===== src/rtl/cpu_pkg.sv =====
// Shared types and instruction-encoding constants for the multicycle CPU.
package cpu_pkg;

    // Control FSM states
    typedef enum logic [2:0] {
        S_FETCH,
        S_DECODE,
        S_EXEC,
        S_MEM,
        S_WB,
        S_TRAP
    } state_e;

    // ALU operations
    typedef enum logic [2:0] {
        ALU_ADD,
        ALU_SUB,
        ALU_AND,
        ALU_OR,
        ALU_SLT
    } alu_op_e;

    localparam int unsigned IR_W = 32;

    // Major opcodes
    localparam logic [6:0] OPC_OP     = 7'b0110011;
    localparam logic [6:0] OPC_OPIMM  = 7'b0010011;
    localparam logic [6:0] OPC_LOAD   = 7'b0000011;
    localparam logic [6:0] OPC_STORE  = 7'b0100011;
    localparam logic [6:0] OPC_BRANCH = 7'b1100011;

    // funct3 values
    localparam logic [2:0] F3_ADD  = 3'b000;
    localparam logic [2:0] F3_SLT  = 3'b010;
    localparam logic [2:0] F3_OR   = 3'b110;
    localparam logic [2:0] F3_AND  = 3'b111;
    localparam logic [2:0] F3_WORD = 3'b010;
    localparam logic [2:0] F3_BEQ  = 3'b000;

    // funct7 values
    localparam logic [6:0] F7_BASE = 7'b0000000;
    localparam logic [6:0] F7_SUB  = 7'b0100000;

endpackage


===== src/rtl/alu_param.sv =====
// Combinational ALU: add, sub, and, or, signed set-less-than.
module alu_param
    import cpu_pkg::*;
#(
    parameter int unsigned DATA_W = 8
) (
    input  logic [DATA_W-1:0] a_i,
    input  logic [DATA_W-1:0] b_i,
    input  alu_op_e           op_i,
    output logic [DATA_W-1:0] y_c
);

    // Operation select
    always_comb begin
        y_c = '0;
        case (op_i)
            ALU_ADD: y_c = a_i + b_i;
            ALU_SUB: y_c = a_i - b_i;
            ALU_AND: y_c = a_i & b_i;
            ALU_OR:  y_c = a_i | b_i;
            ALU_SLT: y_c = DATA_W'($signed(a_i) < $signed(b_i));
            default: y_c = '0;
        endcase
    end

endmodule


===== src/rtl/cpu_multicycle.sv =====
// Multicycle RV32I-subset CPU with handshaked instruction and data ports.
module cpu_multicycle
    import cpu_pkg::*;
#(
    parameter int unsigned DATA_W = 8,
    parameter int unsigned ADDR_W = 8,
    parameter int unsigned NREGS  = 8
) (
    input  logic              clk,
    input  logic              rst,
    output logic              imem_req,
    output logic [ADDR_W-1:0] imem_addr,
    input  logic [IR_W-1:0]   imem_rdata,
    input  logic              imem_ready,
    output logic              dmem_req,
    output logic              dmem_we,
    output logic [ADDR_W-1:0] dmem_addr,
    output logic [DATA_W-1:0] dmem_wdata,
    input  logic [DATA_W-1:0] dmem_rdata,
    input  logic              dmem_ready,
    output logic              retire,
    output logic              trap,
    output logic [ADDR_W-1:0] pc
);

    localparam int unsigned RIDX_W = (NREGS > 1) ? $clog2(NREGS) : 1;

    state_e            state_q, state_d;
    logic [ADDR_W-1:0] pc_q, pc_d;
    logic [IR_W-1:0]   ir_q, ir_d;
    logic [DATA_W-1:0] opa_q, opa_d, opb_q, opb_d, res_q, res_d;
    logic [DATA_W-1:0] regs_q [NREGS];
    logic [DATA_W-1:0] regs_d [NREGS];
    logic              trap_q, trap_d, retire_q, retire_d;
    logic              imem_req_q, imem_req_d;
    logic              dmem_req_q, dmem_req_d, dmem_we_q, dmem_we_d;
    logic [ADDR_W-1:0] dmem_addr_q, dmem_addr_d;
    logic [DATA_W-1:0] dmem_wdata_q, dmem_wdata_d;

    // Instruction fields
    logic [6:0] opcode, f7;
    logic [2:0] f3;
    logic [4:0] rd_idx, rs1_idx, rs2_idx;
    logic signed [31:0] imm_i, imm_s, imm_b;

    assign opcode  = ir_q[6:0];
    assign rd_idx  = ir_q[11:7];
    assign f3      = ir_q[14:12];
    assign rs1_idx = ir_q[19:15];
    assign rs2_idx = ir_q[24:20];
    assign f7      = ir_q[31:25];
    assign imm_i   = {{20{ir_q[31]}}, ir_q[31:20]};
    assign imm_s   = {{20{ir_q[31]}}, ir_q[31:25], ir_q[11:7]};
    assign imm_b   = {{19{ir_q[31]}}, ir_q[31], ir_q[7], ir_q[30:25], ir_q[11:8], 1'b0};

    logic    is_r, is_addi, is_lw, is_sw, is_beq, legal, regs_bad;
    alu_op_e r_op;

    // R-type decode: only the five supported funct7/funct3 pairs are legal
    always_comb begin
        is_r = 1'b0;
        r_op = ALU_ADD;
        if (opcode == OPC_OP) begin
            if (f7 == F7_SUB && f3 == F3_ADD) begin
                is_r = 1'b1;
                r_op = ALU_SUB;
            end else if (f7 == F7_BASE) begin
                case (f3)
                    F3_ADD:  begin is_r = 1'b1; r_op = ALU_ADD; end
                    F3_SLT:  begin is_r = 1'b1; r_op = ALU_SLT; end
                    F3_OR:   begin is_r = 1'b1; r_op = ALU_OR;  end
                    F3_AND:  begin is_r = 1'b1; r_op = ALU_AND; end
                    default: is_r = 1'b0;
                endcase
            end
        end
    end

    assign is_addi = (opcode == OPC_OPIMM)  && (f3 == F3_ADD);
    assign is_lw   = (opcode == OPC_LOAD)   && (f3 == F3_WORD);
    assign is_sw   = (opcode == OPC_STORE)  && (f3 == F3_WORD);
    assign is_beq  = (opcode == OPC_BRANCH) && (f3 == F3_BEQ);
    assign legal   = is_r | is_addi | is_lw | is_sw | is_beq;

    function automatic logic idx_ok(input logic [4:0] idx);
        return 32'(idx) < NREGS;
    endfunction

    // Any register index the instruction actually uses must exist
    assign regs_bad = !idx_ok(rs1_idx)
                    || ((is_r | is_sw | is_beq) && !idx_ok(rs2_idx))
                    || ((is_r | is_addi | is_lw) && !idx_ok(rd_idx));

    logic [DATA_W-1:0] alu_y;
    logic [ADDR_W-1:0] mem_addr, pc_plus4;

    alu_param #(.DATA_W(DATA_W)) u_alu (
        .a_i  (opa_q),
        .b_i  (is_r ? opb_q : DATA_W'(imm_i)),
        .op_i (is_r ? r_op : ALU_ADD),
        .y_c  (alu_y)
    );

    assign mem_addr = ADDR_W'(opa_q) + ADDR_W'(is_sw ? imm_s : imm_i);
    assign pc_plus4 = pc_q + ADDR_W'(4);

    // Next-state and datapath updates
    always_comb begin
        state_d      = state_q;
        pc_d         = pc_q;
        ir_d         = ir_q;
        opa_d        = opa_q;
        opb_d        = opb_q;
        res_d        = res_q;
        regs_d       = regs_q;
        trap_d       = trap_q;
        retire_d     = 1'b0;
        imem_req_d   = imem_req_q;
        dmem_req_d   = dmem_req_q;
        dmem_we_d    = dmem_we_q;
        dmem_addr_d  = dmem_addr_q;
        dmem_wdata_d = dmem_wdata_q;
        case (state_q)
            S_FETCH: begin
                if (!imem_req_q) begin
                    imem_req_d = 1'b1;
                end else if (imem_ready) begin
                    ir_d       = imem_rdata;
                    imem_req_d = 1'b0;
                    state_d    = S_DECODE;
                end
            end
            S_DECODE: begin
                opa_d = (rs1_idx == 5'd0) ? '0 : regs_q[rs1_idx[RIDX_W-1:0]];
                opb_d = (rs2_idx == 5'd0) ? '0 : regs_q[rs2_idx[RIDX_W-1:0]];
                if (!legal || regs_bad) begin
                    trap_d  = 1'b1;
                    state_d = S_TRAP;
                end else begin
                    state_d = S_EXEC;
                end
            end
            S_EXEC: begin
                if (is_beq) begin
                    pc_d       = (opa_q == opb_q) ? pc_q + ADDR_W'(imm_b) : pc_plus4;
                    retire_d   = 1'b1;
                    imem_req_d = 1'b1;
                    state_d    = S_FETCH;
                end else if (is_lw || is_sw) begin
                    dmem_req_d   = 1'b1;
                    dmem_we_d    = is_sw;
                    dmem_addr_d  = mem_addr;
                    dmem_wdata_d = opb_q;
                    state_d      = S_MEM;
                end else begin
                    res_d   = alu_y;
                    state_d = S_WB;
                end
            end
            S_MEM: begin
                if (dmem_req_q && dmem_ready) begin
                    dmem_req_d = 1'b0;
                    dmem_we_d  = 1'b0;
                    if (is_sw) begin
                        pc_d       = pc_plus4;
                        retire_d   = 1'b1;
                        imem_req_d = 1'b1;
                        state_d    = S_FETCH;
                    end else begin
                        res_d   = dmem_rdata;
                        state_d = S_WB;
                    end
                end
            end
            S_WB: begin
                if (rd_idx != 5'd0) begin
                    regs_d[rd_idx[RIDX_W-1:0]] = res_q;
                end
                pc_d       = pc_plus4;
                retire_d   = 1'b1;
                imem_req_d = 1'b1;
                state_d    = S_FETCH;
            end
            S_TRAP: begin
                trap_d     = 1'b1;
                imem_req_d = 1'b0;
                dmem_req_d = 1'b0;
                dmem_we_d  = 1'b0;
            end
            default: state_d = S_FETCH;
        endcase
    end

    // State register with synchronous reset
    always_ff @(posedge clk) begin
        if (rst) begin
            state_q      <= S_FETCH;
            pc_q         <= '0;
            ir_q         <= '0;
            opa_q        <= '0;
            opb_q        <= '0;
            res_q        <= '0;
            regs_q       <= '{default: '0};
            trap_q       <= 1'b0;
            retire_q     <= 1'b0;
            imem_req_q   <= 1'b0;
            dmem_req_q   <= 1'b0;
            dmem_we_q    <= 1'b0;
            dmem_addr_q  <= '0;
            dmem_wdata_q <= '0;
        end else begin
            state_q      <= state_d;
            pc_q         <= pc_d;
            ir_q         <= ir_d;
            opa_q        <= opa_d;
            opb_q        <= opb_d;
            res_q        <= res_d;
            regs_q       <= regs_d;
            trap_q       <= trap_d;
            retire_q     <= retire_d;
            imem_req_q   <= imem_req_d;
            dmem_req_q   <= dmem_req_d;
            dmem_we_q    <= dmem_we_d;
            dmem_addr_q  <= dmem_addr_d;
            dmem_wdata_q <= dmem_wdata_d;
        end
    end

    assign imem_req   = imem_req_q;
    assign imem_addr  = pc_q;
    assign dmem_req   = dmem_req_q;
    assign dmem_we    = dmem_we_q;
    assign dmem_addr  = dmem_addr_q;
    assign dmem_wdata = dmem_wdata_q;
    assign retire     = retire_q;
    assign trap       = trap_q;
    assign pc         = pc_q;

endmodule


===== config.mk =====
export PLATFORM = sky130hd
export DESIGN_NAME = cpu_multicycle
export DESIGN_NICKNAME = d
export VERILOG_FILES = /design/src/rtl/cpu_pkg.sv /design/src/rtl/alu_param.sv /design/src/rtl/cpu_multicycle.sv
export SDC_FILE = /design/constraint.sdc
export NUM_CORES = 1
export LEC_CHECK = 0
export BUFFER_PORTS_ARGS = -buffer_cell sky130_fd_sc_hd__buf_2
export CORE_ASPECT_RATIO = 1.4
export CORE_MARGIN = 3
export CORE_UTILIZATION = 54
export DETAILED_ROUTE_END_ITERATION = 10
export PLACE_DENSITY = 0.87
export SLEW_MARGIN = 10
export SYNTH_ARGS = -nofsm -noshare
export SYNTH_HDL_FRONTEND = slang
export SYNTH_SLANG_ARGS = --single-unit

===== constraint.sdc =====
create_clock -name clk -period 3 [get_ports clk]
set_input_delay 0.3 -clock clk [delete_from_list [all_inputs] [get_ports clk]]
set_output_delay 0.3 -clock clk [all_outputs]
set_load 0.005 [all_outputs]

==> flow_summary.toml <==
[sta]
slew_violations = 0
rsz0062_at_grt = "true"
skew_ps = 8.71
worst_pin_slew_ps = 1350
min_period_over_period_pct = 98.0
layout_setup_ws_ps = 60.4
setup_violations = 0
final.setup.tns_ps = 0
hold_viol_final = 0
fin_crit_ps = 2940
fmax_mhz = 340
maxSlewHeadroom_pct = 9.65

[logic_synthesis]
syn-instance-count = 1006
ys.flop_type = "dfxtp_1"
async_reset_ff_share_pct = 0
syn_area_per_cell_um2 = 8.62
synth.distinct_cells = 69
ys_seq_area_share_pct = 34.9
syn_area_um2 = 8670
ys.warnings.count = 0
ys_ff_latch = 151
synth_edf_count = 0

[floorplan]
row_count = 54
dieArea_um2 = 17600
fp.dieH_um = 156
initial_core_util_pct = 55.3
core_um2 = 15700
pin_count = 81
die_x_um = 113

[clock_tree]
cts_tree = "done"
clockBufferDepth = 2
cts_hold_buf = 0
path_clk_slew_ps = 70
cts_buffers = 17
clock_latency_ps = 430
cts.sinks = 151
ctsRootBufferMaster = "clkbuf_16"
cts_max_level = 4

[power]
p_leak_nw = 4.27
power_frac_comb_pct = 10.7
swShare_pct = 25.5
power_density_nw_per_um2 = 455
power_w = 0.00474
internal-power_w = 0.00353
p_sw_w = 0.00121
clock_power_share_pct = 45.2
seqPwrFrac_pct = 44.1
ir_drop_uv = 524

[cells_and_area]
fill_cells = 1210
layout.cells.most_common = "dfxtp_1"
mostFrequentLayoutCells = "dfxtp_1 (149), nor2_1 (134), nand2_1 (128), a21oi_1 (91), buf_2 (77)"
multi_input_area_um2 = 5440
drive_above_1_share_pct = 23.7
fin_cells = 1317
diodes = 0
regArea_um2 = 3030
final_cell_area_um2 = 10400
nets = 1196
area_growth_pct = 20.2

[critical_path]
reg2reg_to = "res_q[0]"
crit_arrival_ps = 3280
cp.required_ps = 3340
path_class = "reg -> reg"
endpoint = "res_q[0]"
r2r_slack_ps = 60
max_stage_delay_ps = 340
startpoint_type = "flop"
critPathCaptureType = "flop"
cp-startpoint = "ir_q[25]"
critPathSlowestCell = "dfxtp_2"
crit_path_max_fanout = 6
worstPathCellList = "nor4_4, and2_4, and3_4, nand2_2, nand2_2, buf_6, ha_4, fa_2, o21bai_4, a211oi_2, o21bai_2, a211o_1, mux2_4, a211oi_2"
rr_worst_depth = 14
r2r-start = "ir_q[25]"

[global_route]
grt_max_degree = 92
grt-ovfl-total = 0
grt_pass1_vias = 7798
grt_usage_pct = 29.4
grt_pass1_wl_mm = 40.5
antenna_found_initial = 0

[placed_design]
dpl.hpwl_mm = 18.7
pre_cts_ws_ps = -293
routabilityCongestion = 1.02
io_buffers = 78
dpl-instance-area_um2 = 9560
dp.cells = 1282

[job]
cap_viol_max_count = 0

[drt]
wl_mm = 26.3
avgRoutedWirePerCell_um = 20.0
drtIter0Drc = 719
first_pass_iters = 5
vias = 8071
drc = 0
viasPerCell = 6.13
ant_nets = 0

[min_path]
worstHoldPathType = "in -> reg"

[run_status]
status = "finished, final reports clean"
layer usage:
| layer | up-vias | GRT usage (%) | routed length, µm |
|---|---|---|---|
| met5 | - | 0 | 0 |
| met4 | 0 | 16.3 | 1610 |
| met3 | 127 | 5.20 | 1760 |
| met2 | 386 | 53.4 | 13400 |
| met1 | 3834 | 31.9 | 9520 |
| li1 | 3724 | - | - |
critical path, delay by kind of cell (launching register included):
| kind | cells | cell delay, ps |
|---|---|---|
| AO/OA/AOI/OAI | 5 | 900 |
| adder cells (fa/ha/maj) | 2 | 370 |
| buffers and inverters | 1 | 100 |
| flip-flops | 1 | 340 |
| multiplexers | 1 | 260 |
| AND/OR/NAND/NOR | 5 | 880 |
synthesized netlist by cell type (all sizes together) (17+ instances only):
cell type,instances,area [µm²]
dfxtp,151,3020
nor2,134,503
nand2,131,492
a21oi,95,475
mux2i,74,741
clkbuf,51,191
ha,40,500
inv,40,150
mux4,32,721
buf,21,125
nand3,21,105
nor3,17,90.1
final cells by class:
class	instances	share of cell area [%]
tap	196	2.35
clock buffer	22	4.45
timing repair buffer	154	9.35
multi-input combinational	744	52.2
sequential	151	29.0
inverter	40	1.44
clock inverter	10	1.14
worst min-delay path by stage:
stage | to | start | slack [ps] | cells past startpoint
global placement | dmem_addr[5] | dmem_addr[5] | 440 | 2
floorplan | ir_q[3] | ir_q[3] | 430 | 2
global route | ir_q[28] | imem_rdata[28] | 110 | 3
CTS | ir_q[28] | imem_rdata[28] | 100 | 3
detailed placement | dmem_addr[5] | dmem_addr[5] | 440 | 2
finish | ir_q[28] | imem_rdata[28] | 110 | 3
cell families (layout without fill, tap and decap cells):
kind of cell             Yosys count  count (layout)  synth area share, %
multiplexers                     113             113                 17.8
XOR/XNOR                          26              26                 2.63
adder cells (fa/ha/maj)           44              44                 6.70
AO/OA/AOI/OAI                    186             186                 13.2
AND/OR/NAND/NOR                  373             373                 19.4
buffers and inverters            112             226                 5.38
other                              1               2               0.0433
flip-flops                       151             151                 34.9
flip-flops by register name (all words and copies together), names as in the netlist:
signal / count
regs_q: 64
imem_req: 1
state_q: 3
opb_q: 8
dmem_addr: 8
dmem_wdata: 8
imem_addr: 7
res_q: 8
dmem_we: 1
retire: 1
ir_q: 32
opa_q: 8
trap: 1
dmem_req: 1
stage by stage:
step / utilization [%] / hold WS, ps
CTS: 65.4 / 97.2
detailed placement: 61.0 / 442
finish: 66.5 / 107
global placement: 61.0 / 436
floorplan: - / 432
global route: 66.5 / 109
power groups by stage:
stage               Clock (W)  Combinational (W)  Sequential (W)
floorplan                   0           0.000315         0.00210
global placement            0           0.000453         0.00213
detailed placement          0           0.000460         0.00213
CTS                   0.00216           0.000482         0.00209
global route          0.00224           0.000549         0.00209
finish                0.00214           0.000507         0.00209
what timing repair did:
action | 4_1_cts | 5_1_grt
setup buffers | 2 | 1
pin swaps | 9 | 24
gates resized for setup | 20 | 34
endpoints found under the setup margin | 8 | 9
No activity file was read; power rests on OpenSTA's default activity.
